File: config.mk
export PLATFORM = sky130hd
export DESIGN_NAME = spi_mux_master
export DESIGN_NICKNAME = d
export VERILOG_FILES = /design/src/rtl/spi_mux_master.sv
export SDC_FILE = /design/constraint.sdc
export NUM_CORES = 1
export LEC_CHECK = 0
export ABC_CLOCK_PERIOD_IN_PS = 1700
export CORE_UTILIZATION = 50
export CTS_BUF_LIST = sky130_fd_sc_hd__clkbuf_8
export DETAILED_ROUTE_END_ITERATION = 8
export PLACE_DENSITY_LB_ADDON = 0.3
export SYNTH_ARGS = -nofsm -noshare
export SYNTH_HDL_FRONTEND = slang
export SYNTH_SLANG_ARGS = --single-unit
File: constraint.sdc
create_clock -name clk_i -period 1.7 [get_ports clk_i]
set_clock_uncertainty 0.15 [all_clocks]
set_input_delay 0.34 -clock clk_i [delete_from_list [all_inputs] [get_ports clk_i]]
set_output_delay 0.34 -clock clk_i [all_outputs]
set_load 0.02 [all_outputs]
File: src/rtl/spi_mux_master.sv
// -----------------------------------------------------------------------------
// spi_mux_master
//
// SPI mode-0 master (CPOL=0, CPHA=0, MSB first) driving the LED output
// multiplexer's SPI slave port. Bytes arrive on a valid/ready stream and are
// serialised onto spi_ncs_o/spi_sck_o/spi_mosi_o. Chip select stays low across
// a burst until a byte flagged last has been shifted. spi_miso_i is sampled on
// every rising SCK edge and the received byte is returned once per byte.
//
// Parameters:
//   HALF_CYC  - clk cycles per SCK half-period (>=1)
//   SETUP_CYC - clk cycles from nCS falling to the first SCK rising edge (>=1)
//   HOLD_CYC  - clk cycles from the last SCK falling edge to nCS rising (>=1)
//   GAP_CYC   - minimum clk cycles nCS stays high between frames (>=1)
//
// Ports:
//   clk_i       system clock, sole clock domain
//   reset_i     synchronous, active-high reset
//   tx_data_i   byte to transmit
//   tx_last_i   final byte of the frame (sampled only on accept)
//   tx_valid_i  tx_data_i/tx_last_i valid
//   tx_ready_o  byte accepted this cycle when tx_valid_i=1
//   rx_data_o   byte shifted in from spi_miso_i, held until the next byte
//   rx_valid_o  one-cycle pulse, rx_data_o updated
//   busy_o      high from accept until the inter-frame gap ends
//   spi_ncs_o   chip select, active low
//   spi_sck_o   serial clock, idle low
//   spi_mosi_o  serial data out
//   spi_miso_i  serial data in (already synchronised or tied off externally)
// -----------------------------------------------------------------------------
module spi_mux_master #(
  parameter int unsigned HALF_CYC  = 4,
  parameter int unsigned SETUP_CYC = 2,
  parameter int unsigned HOLD_CYC  = 2,
  parameter int unsigned GAP_CYC   = 4
) (
  input  logic       clk_i,
  input  logic       reset_i,
  input  logic [7:0] tx_data_i,
  input  logic       tx_last_i,
  input  logic       tx_valid_i,
  output logic       tx_ready_o,
  output logic [7:0] rx_data_o,
  output logic       rx_valid_o,
  output logic       busy_o,
  output logic       spi_ncs_o,
  output logic       spi_sck_o,
  output logic       spi_mosi_o,
  input  logic       spi_miso_i
);

  localparam int unsigned MAX_HS  = (HALF_CYC > SETUP_CYC) ? HALF_CYC : SETUP_CYC;
  localparam int unsigned MAX_HG  = (HOLD_CYC > GAP_CYC) ? HOLD_CYC : GAP_CYC;
  localparam int unsigned MAX_CYC = (MAX_HS > MAX_HG) ? MAX_HS : MAX_HG;
  // The counter holds duration-1 down to 0, so it only needs to reach MAX_CYC-1.
  localparam int unsigned CNT_W   = (MAX_CYC > 1) ? $clog2(MAX_CYC) : 1;

  localparam logic [CNT_W-1:0] HALF_LD  = CNT_W'(HALF_CYC - 1);
  localparam logic [CNT_W-1:0] SETUP_LD = CNT_W'(SETUP_CYC - 1);
  localparam logic [CNT_W-1:0] HOLD_LD  = CNT_W'(HOLD_CYC - 1);
  localparam logic [CNT_W-1:0] GAP_LD   = CNT_W'(GAP_CYC - 1);

  typedef enum logic [2:0] {
    IDLE, SETUP, SCK_LO, SCK_HI, WAIT, HOLD, GAP
  } state_e;

  state_e           state_q;
  logic [CNT_W-1:0] cnt_q;
  logic [CNT_W-1:0] cnt_d;
  logic             cnt_zero;
  logic [2:0]       bit_cnt_q;
  logic [7:0]       tx_shift_q;
  logic [7:0]       rx_shift_q;
  logic             last_q;

  logic             tx_ready_q;
  logic [7:0]       rx_data_q;
  logic             rx_valid_q;
  logic             busy_q;
  logic             ncs_q;
  logic             sck_q;
  logic             mosi_q;

  // Down-count of the current phase; a phase ends on the cycle cnt_q is zero.
  assign cnt_zero = (cnt_q == '0);
  assign cnt_d    = cnt_q - CNT_W'(1);

  // NOTE: every register in this block, including the shift registers, is
  // assigned with <= so all of them see pre-edge values; blocking assignments
  // here would make the result depend on statement order.
  always_ff @(posedge clk_i) begin
    if (reset_i) begin
      state_q    <= IDLE;
      cnt_q      <= '0;
      bit_cnt_q  <= '0;
      tx_shift_q <= '0;
      rx_shift_q <= '0;
      last_q     <= 1'b0;
      tx_ready_q <= 1'b0;
      rx_data_q  <= '0;
      rx_valid_q <= 1'b0;
      busy_q     <= 1'b0;
      ncs_q      <= 1'b1;
      sck_q      <= 1'b0;
      mosi_q     <= 1'b0;
    end else begin
      rx_valid_q <= 1'b0;
      case (state_q)
        IDLE: begin
          if (tx_valid_i && tx_ready_q) begin
            tx_shift_q <= tx_data_i;
            last_q     <= tx_last_i;
            mosi_q     <= tx_data_i[7];
            ncs_q      <= 1'b0;
            tx_ready_q <= 1'b0;
            busy_q     <= 1'b1;
            bit_cnt_q  <= '0;
            cnt_q      <= SETUP_LD;
            state_q    <= SETUP;
          end else begin
            // Comes up one cycle after reset release.
            tx_ready_q <= 1'b1;
          end
        end

        SETUP, SCK_LO: begin
          if (cnt_zero) begin
            // Rising edge: capture MISO in the same cycle SCK goes high.
            sck_q      <= 1'b1;
            rx_shift_q <= {rx_shift_q[6:0], spi_miso_i};
            bit_cnt_q  <= bit_cnt_q + 3'd1;
            cnt_q      <= HALF_LD;
            state_q    <= SCK_HI;
          end else begin
            cnt_q <= cnt_d;
          end
        end

        SCK_HI: begin
          if (cnt_zero) begin
            sck_q <= 1'b0;
            // After 8 rising edges the 3-bit counter has wrapped back to zero.
            if (bit_cnt_q == 3'd0) begin
              rx_data_q  <= rx_shift_q;
              rx_valid_q <= 1'b1;
              if (last_q) begin
                // The final falling edge is the first HOLD cycle.
                cnt_q   <= HOLD_LD;
                state_q <= HOLD;
              end else begin
                tx_ready_q <= 1'b1;
                state_q    <= WAIT;
              end
            end else begin
              mosi_q     <= tx_shift_q[6];
              tx_shift_q <= {tx_shift_q[6:0], 1'b0};
              cnt_q      <= HALF_LD;
              state_q    <= SCK_LO;
            end
          end else begin
            cnt_q <= cnt_d;
          end
        end

        WAIT: begin
          // Unbounded: chip select is only released after a last byte.
          if (tx_valid_i && tx_ready_q) begin
            tx_shift_q <= tx_data_i;
            last_q     <= tx_last_i;
            mosi_q     <= tx_data_i[7];
            tx_ready_q <= 1'b0;
            cnt_q      <= HALF_LD;
            state_q    <= SCK_LO;
          end
        end

        HOLD: begin
          if (cnt_zero) begin
            ncs_q   <= 1'b1;
            cnt_q   <= GAP_LD;
            state_q <= GAP;
          end else begin
            cnt_q <= cnt_d;
          end
        end

        GAP: begin
          if (cnt_zero) begin
            tx_ready_q <= 1'b1;
            busy_q     <= 1'b0;
            state_q    <= IDLE;
          end else begin
            cnt_q <= cnt_d;
          end
        end

        default: state_q <= IDLE;
      endcase
    end
  end

  assign tx_ready_o = tx_ready_q;
  assign rx_data_o  = rx_data_q;
  assign rx_valid_o = rx_valid_q;
  assign busy_o     = busy_q;
  assign spi_ncs_o  = ncs_q;
  assign spi_sck_o  = sck_q;
  assign spi_mosi_o = mosi_q;

endmodule

# [Yosys cells after proc, flatten, opt, wreduce, memory -nomap -nowiden]
# Index checks and enable logic that the tools add are counted.
[totals] in_bits=13 ff_bits=38 output_inout_bits=14 elab_cells=102
[op_classes] n_reduce_logical=26 n_bitwise=2 mux=41 eq_ne=18 addsub=2
[op_table] operator="two-way mux 3 bit" n=9
[op_table] operator="two-way mux 7 bit" n=3
[op_table] operator="inequality test 2 bit (second input constant)" n=10
[op_table] operator="one-hot mux 3 bit (6 select lines)" n=1
[op_table] operator="AND reduction 3 bit" n=5
[op_table] operator="two-way mux 2 bit" n=7
[op_table] operator="one-hot mux 7 bit (2 select lines)" n=1
[op_table] operator="two-way mux 1 bit" n=13
[op_table] operator="AND reduction 6 bit" n=2
[op_table] operator="one-hot mux 2 bit (5 select lines)" n=1
[op_table] operator="nonzero test 2 bit" n=5
[op_table] operator="== test 3 bit (second input constant)" n=3
[op_table] operator="one-hot mux 1 bit (2 select lines)" n=4
[op_table] operator="== test 3 x 2 -> 1 bit (second input constant)" n=2
[op_table] operator="zero test 3 bit" n=2
[op_table] operator="one-hot mux 3 bit (2 select lines)" n=1
[op_table] operator="OR reduction 3 bit" n=2
[op_table] operator="AND reduction 5 bit" n=1
[op_table] operator="nonzero test 5 bit" n=1
[op_table] operator="inequality test 4 bit (second input constant)" n=1
[op_table] operator="one-hot mux 1 bit (4 select lines)" n=1
[op_table] operator="AND reduction 2 bit" n=2
[op_table] operator="AND reduction 4 bit" n=1
[op_table] operator="nonzero test 4 bit" n=1
[op_table] operator="8 further kinds" n=10

# [Longest topological paths before layout]
# Gate-level depths: netlist (run 1).
[depth] word_depth=4 ltp_mapped=8 depth_no_buf=6

# [Worst setup path before layout (run 1)]
# Ideal clock, no wire load.
[synth_path] kind="reg2reg" startpoint="reg cnt_q[0]" endpoint="reg bit_cnt_q[0]" path_slack_ns=-0.001 setup_time_ns=0.065 path_stages_with_launch=8 path_buffers=1 t_arrival_ns=1.486 path_cell_list="dfxtp_1 -> inv_1 -> ha_1 -> buf_2 -> and2b_1 -> nand2_2 -> mux2_1 -> nor2_1"
[synth_via] elab_chain_len=3
[synth_lines] element="start: declaration" line="68" rtl="logic [CNT_W-1:0] cnt_q;"
[synth_lines] element="start signal: assignment" line="135" rtl="cnt_q <= cnt_d;"
[synth_lines] element="start signal: assignment" line="161" rtl="cnt_q <= cnt_d;"
[synth_lines] element="start signal: assignment" line="183" rtl="cnt_q <= cnt_d;"
[synth_lines] element="zero test 2 bit" line="85" rtl="assign cnt_zero = (cnt_q == '0);"
[synth_lines] element="inequality test 2 bit (no line)"
[synth_lines] element="AND reduction 3 bit (no line)"
[synth_lines] element="end signal: assignment" line="131" rtl="bit_cnt_q <= bit_cnt_q + 3'd1;"
[synth_lines] element="end: declaration" line="71" rtl="logic [2:0] bit_cnt_q;"
# No other way between the ends.
# A chain may end at the register's enable or synchronous reset.

# [Worst setup path after layout (run 1)]
[layout_path] startpoint="in tx_valid_i" endpoint="reg state_q[1]"
[layout_via] elab_chain_len=3
[layout_lines] element="start: declaration" line="41" rtl="input logic tx_valid_i,"
[layout_lines] element="logical AND 1 bit (*)" line="110, 167"
[layout_lines] element="inequality test 2 bit (no line)"
[layout_lines] element="AND reduction 6 bit (no line) (*)"
[layout_lines] element="end signal: assignment" line="119" rtl="state_q <= SETUP;"
[layout_lines] element="end signal: assignment" line="173" rtl="state_q <= SCK_LO;"
[layout_lines] element="end signal: assignment" line="181" rtl="state_q <= GAP;"
[layout_lines] element="end: declaration" line="67" rtl="state_e state_q;"
# Every way passes the cells marked *; elsewhere a longest branch is shown, timed or not.

==> results_dict.tcl, run 1 <==
set metrics [dict create \
    crit_chain "clkdlybuf4s50_1 > buf_4 > nand4bb_4 > o211a_2 > or3_1 > a21oi_1" \
    ios 27 \
    vias 1661 \
    synthCells 193 \
    htree_levels 2 \
    grt_pass1_wl_um 7680 \
    clockRootBuffer "clkbuf_8" \
    maxCapViolations 0 \
    nets 269 \
    finalMaxSlewViolations 0 \
    overflow 0 \
    die_x_um 62.5 \
    dieArea_sq_um 3900 \
    wire_per_inst_um 15.5 \
    met1_usage 0.294 \
    worst_path_max_delay_cell "clkdlybuf4s50_1" \
    diodes 0 \
    start_util 0.535 \
    top_usage_layer "met2" \
    fin_area_sq_um 2630 \
    critPathArrivalTime_ns 1.77 \
    insertion_delay_ns 0.29 \
    core_sq_um 3420 \
    power_density_nw_per_um2 1670 \
    synth_cell_types 43 \
    rsz0062_at_grt "true" \
    reg2reg_depth 8 \
    numCtsBuffers 5 \
    yosys_most_used_dff "dfxtp_1" \
    avgViaCountPerCell 5.54 \
    drt-pass1-iter-count 4 \
    endpoint_kind "flip-flop" \
    syn_nets 209 \
    cts.path.max_buffers 2 \
    tritoncts "yes" \
    portBuffers 26 \
    crit_fanout 5 \
    synth_edf_count 0 \
    drive_gt1_frac 0.339 \
    die_h_um 62.5 \
    setup_viol 0 \
    hold_depth 2 \
    r2r-start "cnt_q[1]" \
    final_common_cell "dfxtp_1" \
    slowest_delay_ns 0.51 \
    postPlaceCellArea_sq_um 2300 \
    ys_ff_latch 38 \
    avgSynthCellArea_sq_um 9.47 \
    hp-start "rx_data_o[2]" \
    ant_nets 0 \
    gr-usage-met3 0.0748 \
    hold_viol 0 \
    grtUsageMet2 0.439 \
    grt_max_degree 39 \
    ir_drop_mv 1.03 \
    leakage_uw 0.00112 \
    row_count 21 \
    period_share 0.996 \
    fin_crit_ns 1.69 \
    cts_sinks 38 \
    syn_to_final_growth_pct 43.9 \
    drc 0 \
    fill_cells 253 \
    fmax_mhz 590 \
    start_kind "primary input" \
    drt_iter0_drc 126 \
    antenna_found_initial 0 \
    yosysSeqAreaShare 0.416 \
    critPathRequiredTime_ns 1.77 \
    status "complete, no violations" \
    dpl.hpwl_um 2870 \
    relSlewSlack 0.772 \
    r2r-end "rx_shift_q[2]" \
    syn_area_sq_um 1830 \
    min_to "rx_data_o[2]" \
    ff2ff_setup_slack_ns 0.03 \
    clkTransAtPathRegs_ns 0.08 \
    cts_hold_buf 0 \
    final_cell_mix "34 x dfxtp_1, 33 x buf_4, 27 x nor2_1" \
    hp-class "flip-flop to flip-flop" \
    crit_type "primary input to flip-flop" \
    async_reset_ff_frac 0 \
    grt_usage 0.256 \
    grt_pass1_vias 1628 \
    yosysWarnings 0 \
    wirelength_um 4660 \
    finalSetupTns_ns 0 \
    worst_pin_slew_ns 0.339 \
    gp_routability_congestion 0.854 \
]
[synthesized netlist by cell type (all sizes together), types with 3 or more instances]
| library cell | instances | area [sq um] |
|---|---|---|
| dfxtp | 38 | 761 |
| a21oi | 10 | 50.1 |
| inv | 9 | 33.8 |
| nor2 | 31 | 124 |
| nand2 | 19 | 73.8 |
| clkbuf | 4 | 15.0 |
| o21ai | 7 | 35.0 |
| ha | 3 | 37.5 |
| mux2i | 19 | 190 |
| a211oi | 4 | 30.0 |
| a311oi | 8 | 114 |
| nor3 | 4 | 20.0 |
| buf | 9 | 77.6 |
[power breakdown]
group          total [uW]  internal, uW  switching [uW]
Clock                 945           626             319
Combinational        2260          1140            1120
Sequential           1200          1070             136
[metrics by stage]
step	setup WS [ns]	hold WS (ns)	std cells	utilization	total power (uW)
after CTS	0.00334	0.357	291	0.736	4110
after floorplan	0.0524	0.294	193	-	2410
after global placement	-0.201	0.307	279	0.675	2970
final	0.00610	0.351	300	0.770	4400
after detailed placement	-0.251	0.334	279	0.675	3050
after global routing	-0.0421	0.394	300	0.770	4660
[final cells by class]
| type | instances | area, sq um | share of cell area |
|---|---|---|---|
| clock buffers | 6 | 82.6 | 0.0314 |
| repair buffers | 65 | 584 | 0.222 |
| multi-input cells | 134 | 1050 | 0.398 |
| inverters | 9 | 33.8 | 0.0128 |
| well taps | 46 | 57.6 | 0.0219 |
| clock inverters | 2 | 60.1 | 0.0228 |
| flip-flops and latches | 38 | 766 | 0.291 |
[worst max path at each step]
stage          cells past startpoint        from            end  slack (ns)
6_report                           6  tx_valid_i     state_q[1]       0.006
3_5_place_dp                       5  tx_valid_i  tx_shift_q[5]       -0.25
3_3_place_gp                       6  tx_valid_i     state_q[1]       -0.20
2_1_floorplan                      8    cnt_q[0]   rx_data_o[0]        0.05
5_1_grt                            6    cnt_q[0]  tx_shift_q[1]       -0.04
4_1_cts                            7    cnt_q[0]   rx_data_o[3]       0.003
[what timing repair did]
item / in CTS / in global routing
gates cloned: 2 / 0
endpoints found under the hold margin: 0 / 0
setup endpoints to repair: 45 / 30
pin swaps: 1 / 10
gates resized for setup: 27 / 19
buffers inserted: 2 / 9
[critical path, delay by kind of cell]
kind / cells / cell delay, ns
and+or+nand+nor: 2 / 0.48
AOI/OAI and AO/OA: 2 / 0.29
buffers and inverters: 2 / 0.65
[sequential cells by signal, indices dropped and copies added, names as in the netlist]
register / cells
tx_ready_o: 1
bit_cnt_q: 3
state_q: 3
rx_shift_q: 8
tx_shift_q: 7
spi_mosi_o: 1
rx_data_o: 8
spi_ncs_o: 1
busy_o: 1
last_q: 1
cnt_q: 2
spi_sck_o: 1
rx_valid_o: 1
[routing by layer]
| layer | vias to the layer above | share of wire |
|---|---|---|
| met3 | 16 | 0.051 |
| met5 | - | 0 |
| met1 | 791 | 0.41 |
| met4 | 0 | 0.035 |
| met2 | 59 | 0.50 |
| li1 | 795 | - |
[kinds of logic (layout without fill, tap and decap cells)]
kind of cell,after synthesis,after routing,synth area share
AO/OA/AOI/OAI,41,42,0.187
XOR/XNOR,2,2,0.0137
adder cells (fa/ha/maj),3,3,0.0205
buffers and inverters,22,82,0.0691
flip-flops,38,38,0.416
multiplexers,20,20,0.110
AND/OR/NAND/NOR,67,67,0.183
(Power assumes the default switching activity.)
==> run 2, diff against run 1 <==
--- a/config.mk
+++ b/config.mk
@@ -9,6 +9,7 @@
 export CORE_UTILIZATION = 50
 export CTS_BUF_LIST = sky130_fd_sc_hd__clkbuf_8
 export DETAILED_ROUTE_END_ITERATION = 8
+export GPL_ROUTABILITY_DRIVEN = 0
 export PLACE_DENSITY_LB_ADDON = 0.3
 export SYNTH_ARGS = -nofsm -noshare
 export SYNTH_HDL_FRONTEND = slang
==> results_dict.tcl, run 2 (synthesis results as in run 1) <==
set metrics [dict create \
    wl_met1_um 1940 \
    die_x_um 62.5 \
    htree_levels 2 \
    cts.path.max_buffers 2 \
    place_ws_ns -0.272 \
    setup_slack_ns -0.00391 \
    violations "setup timing" \
    critPathArrivalTime_ns 1.77 \
    grt_max_degree 39 \
    numPlacedInstances 279 \
    start_util 0.535 \
    worst_path_max_delay_cell "or3_1" \
    wl_met3_um 184 \
    ant_nets 0 \
    status "complete, but fails checks" \
    row_count 21 \
    fin_crit_ns 1.70 \
    worst_pin_slew_ns 0.357 \
    antenna_found_initial 0 \
    crit_fanout 6 \
    final_common_cell "dfxtp_1" \
    fmax_mhz 587 \
    clkTransAtPathRegs_ns 0.07 \
    finalMaxSlewViolations 0 \
    ir_drop_mv 1.01 \
    stdcell_count 295 \
    dpl.hpwl_um 2790 \
    drt_iter0_drc 83 \
    power_density_nw_per_um2 1640 \
    start_kind "flip-flop" \
    final_cell_mix "32 x dfxtp_1, 28 x nor2_1, 28 x buf_4" \
    diodes 0 \
    relSlewSlack 0.760 \
    crit_chain "inv_2 > ha_4 > buf_6 > a21oi_2 > o211a_2 > or3_1 > a21oi_1" \
    leakage_uw 0.00108 \
    dieArea_sq_um 3900 \
    critPathTopFamily "compound AO/OA/AOI/OAI gates" \
    wire_per_inst_um 15.5 \
    hold_viol 0 \
    path_buf_inv 2 \
    clockRootBuffer "clkbuf_8" \
    grt_pass1_wl_um 7130 \
    overflow 0 \
    nets 265 \
    insertion_delay_ns 0.29 \
    syn_to_final_growth_pct 40.7 \
    cts_hold_buf 0 \
    rsz0062_at_grt "true" \
    fin_total_pwr_uw 4220 \
    avgViaCountPerCell 5.48 \
    drt-pass1-iter-count 4 \
    die_h_um 62.5 \
    slowest_delay_ns 0.35 \
    critPathRequiredTime_ns 1.77 \
    cts_sinks 38 \
    ios 27 \
    grt_usage 0.234 \
    finalSetupTns_ns -0.00391 \
    highest_layer "met4" \
    endpoint_kind "flip-flop" \
    setup_viol 1 \
    core_sq_um 3420 \
    vias 1618 \
    finalCoreUtilization 0.753 \
    wl_met2_um 2340 \
    numCtsBuffers 5 \
    drc 0 \
    wirelength_um 4580 \
    period_share 1.00 \
    hp-class "flip-flop to flip-flop" \
    maxCapViolations 0 \
    grt_pass1_vias 1569 \
    portBuffers 26 \
    tritoncts "yes" \
    drive_gt1_frac 0.333 \
    crit_type "flip-flop to flip-flop" \
]
[run 2: changes by cell type in the layout (fill, tap and decap cells not counted), sizes merged]
cell    previous run  this run
buf               39        35
bufinv             2         1
[run 2: layout make-up]
class                      instances  area [sq um]
clock buffer                       6          82.6
clock inverter                     1          30.0
fill                             233           845
inverter                           9          33.8
multi-input combinational        134          1050
sequential                        38           768
tap                               46          57.6
timing repair buffer              61           549
[run 2: worst paths after layout]
check	slack [ns]	from	depth (start not counted)	to
worst max register to register	-0.004	cnt_q[1]	7	state_q[1]
worst min register to register	0.34	rx_data_o[4]	2	rx_data_o[4]
worst max-delay path	-0.004	cnt_q[1]	7	state_q[1]
worst min-delay path	0.34	rx_data_o[4]	2	rx_data_o[4]
[run 2: repair_timing]
action	CTS	global route
buffers inserted	2	5
cloned	1	1
endpoints found under the setup margin	44	31
pin swaps	1	7
resized for setup	23	26
[run 2: routing by layer]
layer,vias up,global-route usage
li1,794,-
met1,774,0.264
met2,38,0.427
met3,12,0.0529
met4,0,0.0843
met5,-,0
[run 2: worst register-to-register path, cell delays in order, from the launching register on]
cell	delay [ns]
dfxtp_2	0.32
inv_2	0.07
ha_4	0.19
buf_6	0.12
a21oi_2	0.03
o211a_2	0.27
or3_1	0.35
a21oi_1	0.14
[run 2: power by group]
group          switching [uW]  internal (uW)  total [uW]
Clock                     312            469         782
Combinational            1110           1110        2220
Sequential                145           1070        1210
[run 2: metrics by stage]
step	instance area (sq um)	hold slack [ns]
6_report	2570	0.342
5_1_grt	2570	0.380
4_1_cts	2460	0.348
3_5_place_dp	2290	0.331
3_3_place_gp	2290	0.306
2_1_floorplan	1830	0.294
